File: config.mk
export PLATFORM = sky130hd
export DESIGN_NAME = vga_sync_gen
export DESIGN_NICKNAME = d
export VERILOG_FILES = /design/src/rtl/vga_pkg.sv /design/src/rtl/clk_en_div.sv /design/src/rtl/vga_sync_gen.sv
export SDC_FILE = /design/constraint.sdc
export NUM_CORES = 1
export LEC_CHECK = 0
export ABC_AREA = 0
export CORE_ASPECT_RATIO = 1.1
export CORE_MARGIN = 3
export CORE_UTILIZATION = 25
export DETAILED_ROUTE_END_ITERATION = 8
export MAX_ROUTING_LAYER = met4
export SLEW_MARGIN = 20
export SYNTH_ARGS = -nofsm -noshare
export SYNTH_HDL_FRONTEND = slang
export SYNTH_SLANG_ARGS = --single-unit
File: constraint.sdc
create_clock -name clk_i -period 5 [get_ports clk_i]
set_input_delay 0.75 -clock clk_i [delete_from_list [all_inputs] [get_ports clk_i]]
set_output_delay 0.75 -clock clk_i [all_outputs]
set_load 0.05 [all_outputs]
File: src/rtl/vga_pkg.sv
// Shared VGA timing constants, coordinate type and window helper.
// Defaults describe 640x480@60 Hz from a 100 MHz system clock.
package vga_pkg;

  localparam int COORD_W   = 10;
  localparam int MAX_TOTAL = 1 << COORD_W;

  typedef logic [COORD_W-1:0] coord_t;

  localparam int VGA_CLK_DIV   = 4;
  localparam int VGA_H_VISIBLE = 640;
  localparam int VGA_H_FRONT   = 16;
  localparam int VGA_H_SYNC    = 96;
  localparam int VGA_H_BACK    = 48;
  localparam int VGA_V_VISIBLE = 480;
  localparam int VGA_V_FRONT   = 10;
  localparam int VGA_V_SYNC    = 2;
  localparam int VGA_V_BACK    = 33;

  localparam bit HS_POL_DEF = 1'b0;
  localparam bit VS_POL_DEF = 1'b0;

  function automatic logic in_win(coord_t p, int lo, int hi);
    return (int'(p) >= lo) && (int'(p) < hi);
  endfunction

endpackage

File: src/rtl/clk_en_div.sv
// Divides the system clock into a registered one-cycle enable.
// The enable is high for one clock out of every CLK_DIV.
module clk_en_div #(
  parameter int CLK_DIV = 4
) (
  input  logic clk_i,
  input  logic rst_ni,
  output logic tick_o
);

  localparam int CW = (CLK_DIV > 1) ? $clog2(CLK_DIV) : 1;
  localparam logic [CW-1:0] LAST = CW'(CLK_DIV - 1);

  if (CLK_DIV < 1) begin : g_bad_div
    $error("clk_en_div: CLK_DIV must be >= 1");
  end

  logic [CW-1:0] div_q, div_d;
  logic          tick_q;

  assign div_d = (div_q == LAST) ? '0 : div_q + 1'b1;

  always_ff @(posedge clk_i or negedge rst_ni) begin
    if (!rst_ni) begin
      div_q  <= '0;
      tick_q <= 1'b0;
    end else begin
      div_q  <= div_d;
      tick_q <= (div_q == LAST);
    end
  end

  assign tick_o = tick_q;

endmodule

File: src/rtl/vga_sync_gen.sv
// Raster position counters with registered sync/active decode.
// Decode is taken from the next position so all outputs stay aligned.
module vga_sync_gen
  import vga_pkg::*;
#(
  parameter int CLK_DIV   = VGA_CLK_DIV,
  parameter int H_VISIBLE = VGA_H_VISIBLE,
  parameter int H_FRONT   = VGA_H_FRONT,
  parameter int H_SYNC    = VGA_H_SYNC,
  parameter int H_BACK    = VGA_H_BACK,
  parameter int V_VISIBLE = VGA_V_VISIBLE,
  parameter int V_FRONT   = VGA_V_FRONT,
  parameter int V_SYNC    = VGA_V_SYNC,
  parameter int V_BACK    = VGA_V_BACK,
  parameter bit HS_POL    = HS_POL_DEF,
  parameter bit VS_POL    = VS_POL_DEF
) (
  input  logic         clk_i,
  input  logic         rst_ni,
  output logic         pix_tick_o,
  output logic         hsync_o,
  output logic         vsync_o,
  output logic         disp_active_o,
  output logic [9:0]   xcol_o,
  output logic [9:0]   yrow_o,
  output logic         line_start_o,
  output logic         frame_start_o
);

  localparam int H_TOTAL = H_VISIBLE + H_FRONT + H_SYNC + H_BACK;
  localparam int V_TOTAL = V_VISIBLE + V_FRONT + V_SYNC + V_BACK;
  localparam int HS_LO   = H_VISIBLE + H_FRONT;
  localparam int HS_HI   = HS_LO + H_SYNC;
  localparam int VS_LO   = V_VISIBLE + V_FRONT;
  localparam int VS_HI   = VS_LO + V_SYNC;

  localparam coord_t H_MAX = coord_t'(H_TOTAL - 1);
  localparam coord_t V_MAX = coord_t'(V_TOTAL - 1);

  if (H_TOTAL > MAX_TOTAL) begin : g_bad_h
    $error("vga_sync_gen: H_TOTAL exceeds coordinate range");
  end
  if (V_TOTAL > MAX_TOTAL) begin : g_bad_v
    $error("vga_sync_gen: V_TOTAL exceeds coordinate range");
  end

  logic   tick;
  coord_t x_q, x_d;
  coord_t y_q, y_d;
  logic   hs_q, hs_d;
  logic   vs_q, vs_d;
  logic   de_q, de_d;
  logic   ls_q, ls_d;
  logic   fs_q, fs_d;
  logic   h_wrap;

  clk_en_div #(
    .CLK_DIV (CLK_DIV)
  ) u_div (
    .clk_i  (clk_i),
    .rst_ni (rst_ni),
    .tick_o (tick)
  );

  assign h_wrap = tick && (x_q == H_MAX);

  always_comb begin
    x_d = x_q;
    y_d = y_q;
    if (tick) begin
      if (x_q == H_MAX) begin
        x_d = '0;
        y_d = (y_q == V_MAX) ? '0 : y_q + 1'b1;
      end else begin
        x_d = x_q + 1'b1;
      end
    end
  end

  always_comb begin
    hs_d = in_win(x_d, HS_LO, HS_HI) ? HS_POL : !HS_POL;
    vs_d = in_win(y_d, VS_LO, VS_HI) ? VS_POL : !VS_POL;
    de_d = in_win(x_d, 0, H_VISIBLE) && in_win(y_d, 0, V_VISIBLE);
    ls_d = h_wrap;
    fs_d = h_wrap && (y_q == V_MAX);
  end

  // Reset parks on the last raster position so the first tick lands on (0,0).
  always_ff @(posedge clk_i or negedge rst_ni) begin
    if (!rst_ni) begin
      x_q  <= H_MAX;
      y_q  <= V_MAX;
      hs_q <= !HS_POL;
      vs_q <= !VS_POL;
      de_q <= 1'b0;
      ls_q <= 1'b0;
      fs_q <= 1'b0;
    end else begin
      x_q  <= x_d;
      y_q  <= y_d;
      hs_q <= hs_d;
      vs_q <= vs_d;
      de_q <= de_d;
      ls_q <= ls_d;
      fs_q <= fs_d;
    end
  end

  assign pix_tick_o    = tick;
  assign hsync_o       = hs_q;
  assign vsync_o       = vs_q;
  assign disp_active_o = de_q;
  assign xcol_o        = x_q;
  assign yrow_o        = y_q;
  assign line_start_o  = ls_q;
  assign frame_start_o = fs_q;

endmodule

==> out/results.ini, run 1 <==
[status]
status=complete, no violations

[die]
floorplan.die_area_um2=7400
placement_rows=29
floorplan.die.height_um=89.9
initial_core_util_pct=26.8
core-area_um2=5990
boundaryPins=28
dieWidth_um=82.3

[timing]
slew_viol_final=0
worst_hold_slack_ns=0.443
setup_viol=0
setup_total_negative_slack_ns=0
timing.max_slew.rel_slack_pct=59.4
timing.clock.skew_ns=0.00545
clock.fmax_ghz=0.365
fin_crit_ns=2.74
count_of_endpoints_failing_hold_in_the_final_timing_report=0
finalWorstSetupSlack_ns=2.26
timing_worst_slew_pin_value_ns=0.601
post-route-period-util_pct=54.9
grt_setup_unrepaired=no

[synthesis]
yosysWarningCount=0
yosysSeqAreaShare_pct=44.7
syn_avg_cell_area_um2=9.59
synthesis.area_um2=1600
postSynth.topFlopCell=sky130_fd_sc_hd__dfrtp_1
synth_cells=167
mappedNetlistNets=173
ys_async_sr_fraction_pct=100
synth_edf_count=0
synth.ff_latch_count=28
synth_cell_types=45

[placed_design]
dpl.hpwl_um=2710
io_buffer_count=27
detailedPlace.worstSlack_ns=2.28
routabilityCongestion=0.862

[pwr]
power.internal_uw=299
irDropWorstVdd_v=0.000123
power_frac_seq_pct=60.6
comb_power_share_pct=1.4
p_sw_uw=76.1
power.leakage_nw=0.740
p_clk_share_pct=38.0
p_total_uw=375
p_per_area_nw_per_um2=189
switching_fraction_pct=20.3

[final_layout]
drive_above_1_share_pct=13.2
antennaDiodeCount=0
finalNetCount=197
area_delta_synth_final_pct=23.6
mostFrequentLayoutCell=sky130_fd_sc_hd__clkdlybuf4s50_1
final_cell_mix=27 x sky130_fd_sc_hd__clkdlybuf4s50_1, 21 x sky130_fd_sc_hd__nand2_1, 16 x sky130_fd_sc_hd__dfrtp_1, 12 x sky130_fd_sc_hd__dfstp_2, 11 x sky130_fd_sc_hd__nor2_1

[grt]
grt_antenna_before_repair=0
first_global_vias=1300
grt_first_pass_wirelength_um=6310
maximum_number_of_pins_on_one_net_before_global_route_repair=29
gr-usage-all-layers_pct=10.7
grt-ovfl-total=0

[route]
drt-initial-drc-count=53
postRouteAntennaNets=0
wl_per_cell_um=13.9
drt_drc_violations_left=0
via_count=1331
number_of_search_and_repair_iterations_in_the_first_detailed_routing_pass=4
vias_per_cell=4.99
detail_route.wirelength_um=3700

[clocking]
post_cts_buffers=0
clock_tree_from_tritoncts=done
hold_bufs_at_cts=0
cts.clk_slew.worst_paths_ns=0.10
cts_max_path_buffers=2
clk-insertion-delay-late_ns=0.27
numClockSinks=28
cts_root_buf=sky130_fd_sc_hd__clkbuf_8
cts.htree.levels=1
tritoncts.num_buffers=3
cts_resized=0

[worst_setup_path]
worst_path_max_delay_cell=sky130_fd_sc_hd__or3_1
worstSetupPathType=reg -> reg
timing.critical_path.from_type=flop
worst-path-max-fanout=13
crit_path_end_kind=flop
critical-path-max-stage-delay_ns=0.62
worst-r2r-cell-count=7
worst-endpoint-arrival_ns=2.93
worstPathRequired_ns=5.19
crit_chain=ha_1, nand3_1, or3_1, inv_1, o21ai_0, a21o_1, a211oi_1

[flow_run]
maxCapViolations=0

[min_path]
holdPathStages=1
hold_path_class=reg -> reg

[final cells by class]
cell class	count	area [um2]
Multi-Input combinational cell	123	808
Inverter	7	26.3
Sequential cell	28	716
Timing Repair Buffer	28	278
Clock buffer	4	55.1
Tap cell	77	96.3
Fill cell	623	4010
[synth_stat cells, drive strengths merged, types with 2 or more instances]
cell type  number  area, um2
nand2          21       78.8
or3             2       12.5
a211oi          2       15.0
o21ai           9       45.0
nor2b           2       12.5
xnor2           5       43.8
o31ai           4       30.0
o21a            2       15.0
dfstp          12        315
a21oi           3       15.0
nor2           11       41.3
nand3           6       30.0
xor2            4       35.0
ha              4       50.1
a211o           2       17.5
a32oi           2       17.5
dfrtp          16        400
nor4            3       18.8
or2             3       18.8
or4             3       26.3
nand4           6       37.5
mux2i           3       30.0
nand4b          3       26.3
a21o            2       15.0
inv             7       26.3
clkbuf          5       18.8
nor3            4       20.0
and4            3       26.3
buf             4       32.5
[through the flow]
step                      area (um2)  utilization [%]  std cells
final                           1980             33.1        267
after global routing            1980             33.1        267
after CTS                       1980             33.1        267
after detailed placement        1920             32.1        263
after global placement          1920             32.1        263
after floorplan                 1600                -        167
[worst max-delay path: cells and delay by family (launching register included)]
| kind | cells | cell delay [ns] |
|---|---|---|
| compound gates | 3 | 0.59 |
| fa+ha+maj | 1 | 0.19 |
| buf+inv | 1 | 0.37 |
| flops | 1 | 0.58 |
| simple gates | 2 | 0.93 |
[sequential cells by signal, summed over array words and instances (netlist names)]
signal         flops
yrow_o            10
u_div.tick_o       1
line_start_o       1
vsync_o            1
xcol_o            10
frame_start_o      1
hsync_o            1
disp_active_o      1
u_div.div_q        2
[worst paths after layout]
path                           startpoint        endpoint  slack [ns]
max in group asynchronous          rst_ni       xcol_o[9]        3.86
min                        u_div.div_q[0]  u_div.div_q[0]        0.44
min in group asynchronous          rst_ni    line_start_o        0.84
min reg2reg                u_div.div_q[0]  u_div.div_q[0]        0.44
max                             xcol_o[0]   disp_active_o        2.26
max reg2reg                     xcol_o[0]   disp_active_o        2.26
[power by group through the flow]
| stage | clock [mW] | sequential [mW] | combinational [mW] |
|---|---|---|---|
| 6_report | 0.142 | 0.227 | 0.00540 |
| 5_1_grt | 0.155 | 0.227 | 0.00644 |
| 4_1_cts | 0.146 | 0.227 | 0.00595 |
| 3_5_place_dp | 0 | 0.231 | 0.00600 |
| 3_3_place_gp | 0 | 0.231 | 0.00578 |
| 2_1_floorplan | 0 | 0.231 | 0.000000300 |
[kinds of logic (layout without fill, tap and decap cells)]
logic type	after synthesis	after routing	synth area share, %
buffers and inverters	16	39	4.84
AND/OR/NAND/NOR	74	74	25.6
multiplexers	3	3	1.88
adder cells (fa/ha/maj)	4	4	3.13
AO/OA/AOI/OAI	33	33	14.9
XOR/XNOR	9	9	4.92
flip-flops	28	28	44.7
[per-layer routing]
layer	wire (um)	global-route usage, %	share of wire, %	vias up
met2	1710	15.8	46	25
met3	159	2.10	4.3	2
met1	1810	15.1	49	644
li1	-	-	-	660
met5	0	-	0	-
met4	25	2.63	0.68	0
Note: power is estimated with default switching activity, not from simulation.
==> run 2: changes to the inputs <==
==> constraint.sdc (replaced) <==
create_clock -name clk_i -period 2.7 [get_ports clk_i]
set_input_delay 0.405 -clock clk_i [delete_from_list [all_inputs] [get_ports clk_i]]
set_output_delay 0.405 -clock clk_i [all_outputs]
set_load 0.05 [all_outputs]
==> out/results.ini, run 2 (synthesized netlist as in run 1, its figures left out) <==
[status]
status=complete, no violations  ; unchanged

[timing]
slew_viol_final=0  ; unchanged
post-route-period-util_pct=94.3  ; was 54.9%
worst_hold_slack_ns=0.433  ; was 0.443 ns
clock.fmax_ghz=0.393  ; was 0.365 GHz
timing.max_slew.rel_slack_pct=65.7  ; was 59.4%
count_of_endpoints_failing_hold_in_the_final_timing_report=0  ; unchanged
grt_setup_unrepaired=no  ; unchanged
timing_worst_slew_pin_value_ns=0.512  ; was 0.601 ns
setup_total_negative_slack_ns=0  ; unchanged
fin_crit_ns=2.55  ; was 2.74 ns
setup_viol=0  ; unchanged
timing.clock.skew_ns=0.00893  ; was 0.00545 ns

[die]
boundaryPins=28  ; unchanged
dieWidth_um=82.3  ; unchanged
initial_core_util_pct=26.8  ; unchanged
floorplan.die.height_um=89.9  ; unchanged
placement_rows=29  ; unchanged
core-area_um2=5990  ; unchanged
floorplan.die_area_um2=7400  ; unchanged

[final_layout]
num-fill-cells=610  ; was 623
finish.instance_area_um2=2030  ; was 1980 um2
antennaDiodeCount=0  ; unchanged
area_delta_synth_final_pct=27.0  ; was 23.6%
layoutNonFillerInstCount=272  ; was 267
mostFrequentLayoutCell=sky130_fd_sc_hd__clkdlybuf4s50_1  ; unchanged
drive_above_1_share_pct=15.4  ; was 13.2%
final_cell_mix=27 x sky130_fd_sc_hd__clkdlybuf4s50_1, 21 x sky130_fd_sc_hd__nand2_1, 16 x sky130_fd_sc_hd__dfrtp_1, 12 x sky130_fd_sc_hd__dfstp_2, 11 x sky130_fd_sc_hd__nor2_1  ; unchanged
finalNetCount=202  ; was 197

[grt]
grt_first_pass_wirelength_um=6530  ; was 6310 um
grt-ovfl-total=0  ; unchanged
maximum_number_of_pins_on_one_net_before_global_route_repair=29  ; unchanged
first_global_vias=1385  ; was 1300
grt_antenna_before_repair=0  ; unchanged
gr-usage-all-layers_pct=11.2  ; was 10.7%

[clocking]
post_cts_buffers=0  ; unchanged
numClockSinks=28  ; unchanged
cts.htree.levels=1  ; unchanged
cts_resized=0  ; unchanged
tritoncts.num_buffers=3  ; unchanged
clk-insertion-delay-late_ns=0.29  ; was 0.27 ns
cts.clk_slew.worst_paths_ns=0.11  ; was 0.10 ns
cts_max_path_buffers=2  ; unchanged
cts_root_buf=sky130_fd_sc_hd__clkbuf_8  ; unchanged
clock_tree_from_tritoncts=done  ; unchanged
hold_bufs_at_cts=0  ; unchanged

[worst_setup_path]
worst-path-max-fanout=10  ; was 13
worst-endpoint-arrival_ns=2.72  ; was 2.93 ns
worstSetupPathType=reg -> reg  ; unchanged
timing.critical_path.from_type=flop  ; unchanged
crit_path_end_kind=flop  ; unchanged
worstPathRequired_ns=2.87  ; was 5.19 ns

[route]
wl_per_cell_um=14.0  ; was 13.9 um
vias_per_cell=5.09  ; was 4.99
drt_drc_violations_left=0  ; unchanged
number_of_search_and_repair_iterations_in_the_first_detailed_routing_pass=4  ; unchanged
detail_route.wirelength_um=3800  ; was 3700 um
drt-initial-drc-count=85  ; was 53
via_count=1384  ; was 1331
postRouteAntennaNets=0  ; unchanged

[flow_run]
maxCapViolations=0  ; unchanged

[pwr]
p_per_area_nw_per_um2=381  ; was 189 nW/um2
power.leakage_nw=0.773  ; was 0.740 nW
p_total_uw=775  ; was 375 uW
irDropWorstVdd_v=0.000178  ; was 0.000123 V

[placed_design]
dp.cells=268  ; was 263
dpl.hpwl_um=2830  ; was 2710 um
detailed_place.area_um2=1960  ; was 1920 um2
routabilityCongestion=0.857  ; was 0.862
io_buffer_count=27  ; unchanged

[min_path]
hold_path_class=reg -> reg  ; unchanged

[run 2: cell count changes in the layout (fill, tap and decap cells not counted)]
cell,change
sky130_fd_sc_hd__clkbuf_8,-1
sky130_fd_sc_hd__bufinv_16,+1
sky130_fd_sc_hd__buf_4,+5
[run 2: worst paths after layout]
check                                     from              to  slack, ns  cells past startpoint
worst max register to register       xcol_o[0]   disp_active_o       0.15                      6
max in group asynchronous               rst_ni       xcol_o[9]       1.92                      2
worst min register to register  u_div.div_q[0]  u_div.div_q[0]       0.43                      1
worst min-delay path            u_div.div_q[0]  u_div.div_q[0]       0.43                      1
min in group asynchronous               rst_ni    u_div.tick_o       0.47                      2
worst max-delay path                 xcol_o[0]   disp_active_o       0.15                      6
[run 2: where the power goes]
group          internal (mW)  total, mW  switching [mW]
Clock                  0.199      0.345           0.145
Combinational        0.00221    0.00985         0.00765
Sequential             0.420      0.420               0
Total                  0.621      0.775           0.153
[run 2: area by class of cell]
class	instances	area, um2	area share [%]
Timing Repair Buffer	33	315	15.5
Tap cell	77	96.3	4.74
Multi-Input combinational cell	123	808	39.8
Clock inverter	1	30.0	1.48
Inverter	7	26.3	1.29
Sequential cell	28	716	35.2
Clock buffer	3	41.3	2.03
[run 2: critical path, cell delays in order, from the launching register on]
cell	delay [ns]
sky130_fd_sc_hd__dfstp_2	0.58
sky130_fd_sc_hd__ha_1	0.20
sky130_fd_sc_hd__nand3_1	0.19
sky130_fd_sc_hd__or3_1	0.57
sky130_fd_sc_hd__or4_4	0.57
sky130_fd_sc_hd__a22oi_2	0.22
sky130_fd_sc_hd__a211oi_1	0.10
[run 2: per-layer routing]
| metal | share of wire (%) | up-vias | global-route usage (%) | routed length (um) |
|---|---|---|---|---|
| met4 | 1.8 | 0 | 4.02 | 70 |
| met2 | 46 | 35 | 17.0 | 1760 |
| met5 | 0 | - | - | 0 |
| met3 | 5.8 | 7 | 1.60 | 221 |
| met1 | 46 | 674 | 14.9 | 1750 |
| li1 | - | 668 | - | - |
[run 2: through the flow]
step	util [%]	worst slack (ns)
after detailed placement	32.8	0.170
after global placement	32.8	0.243
after CTS	34.0	0.147
final	34.0	0.155
after floorplan	-	0.144
after global routing	34.0	0.0233
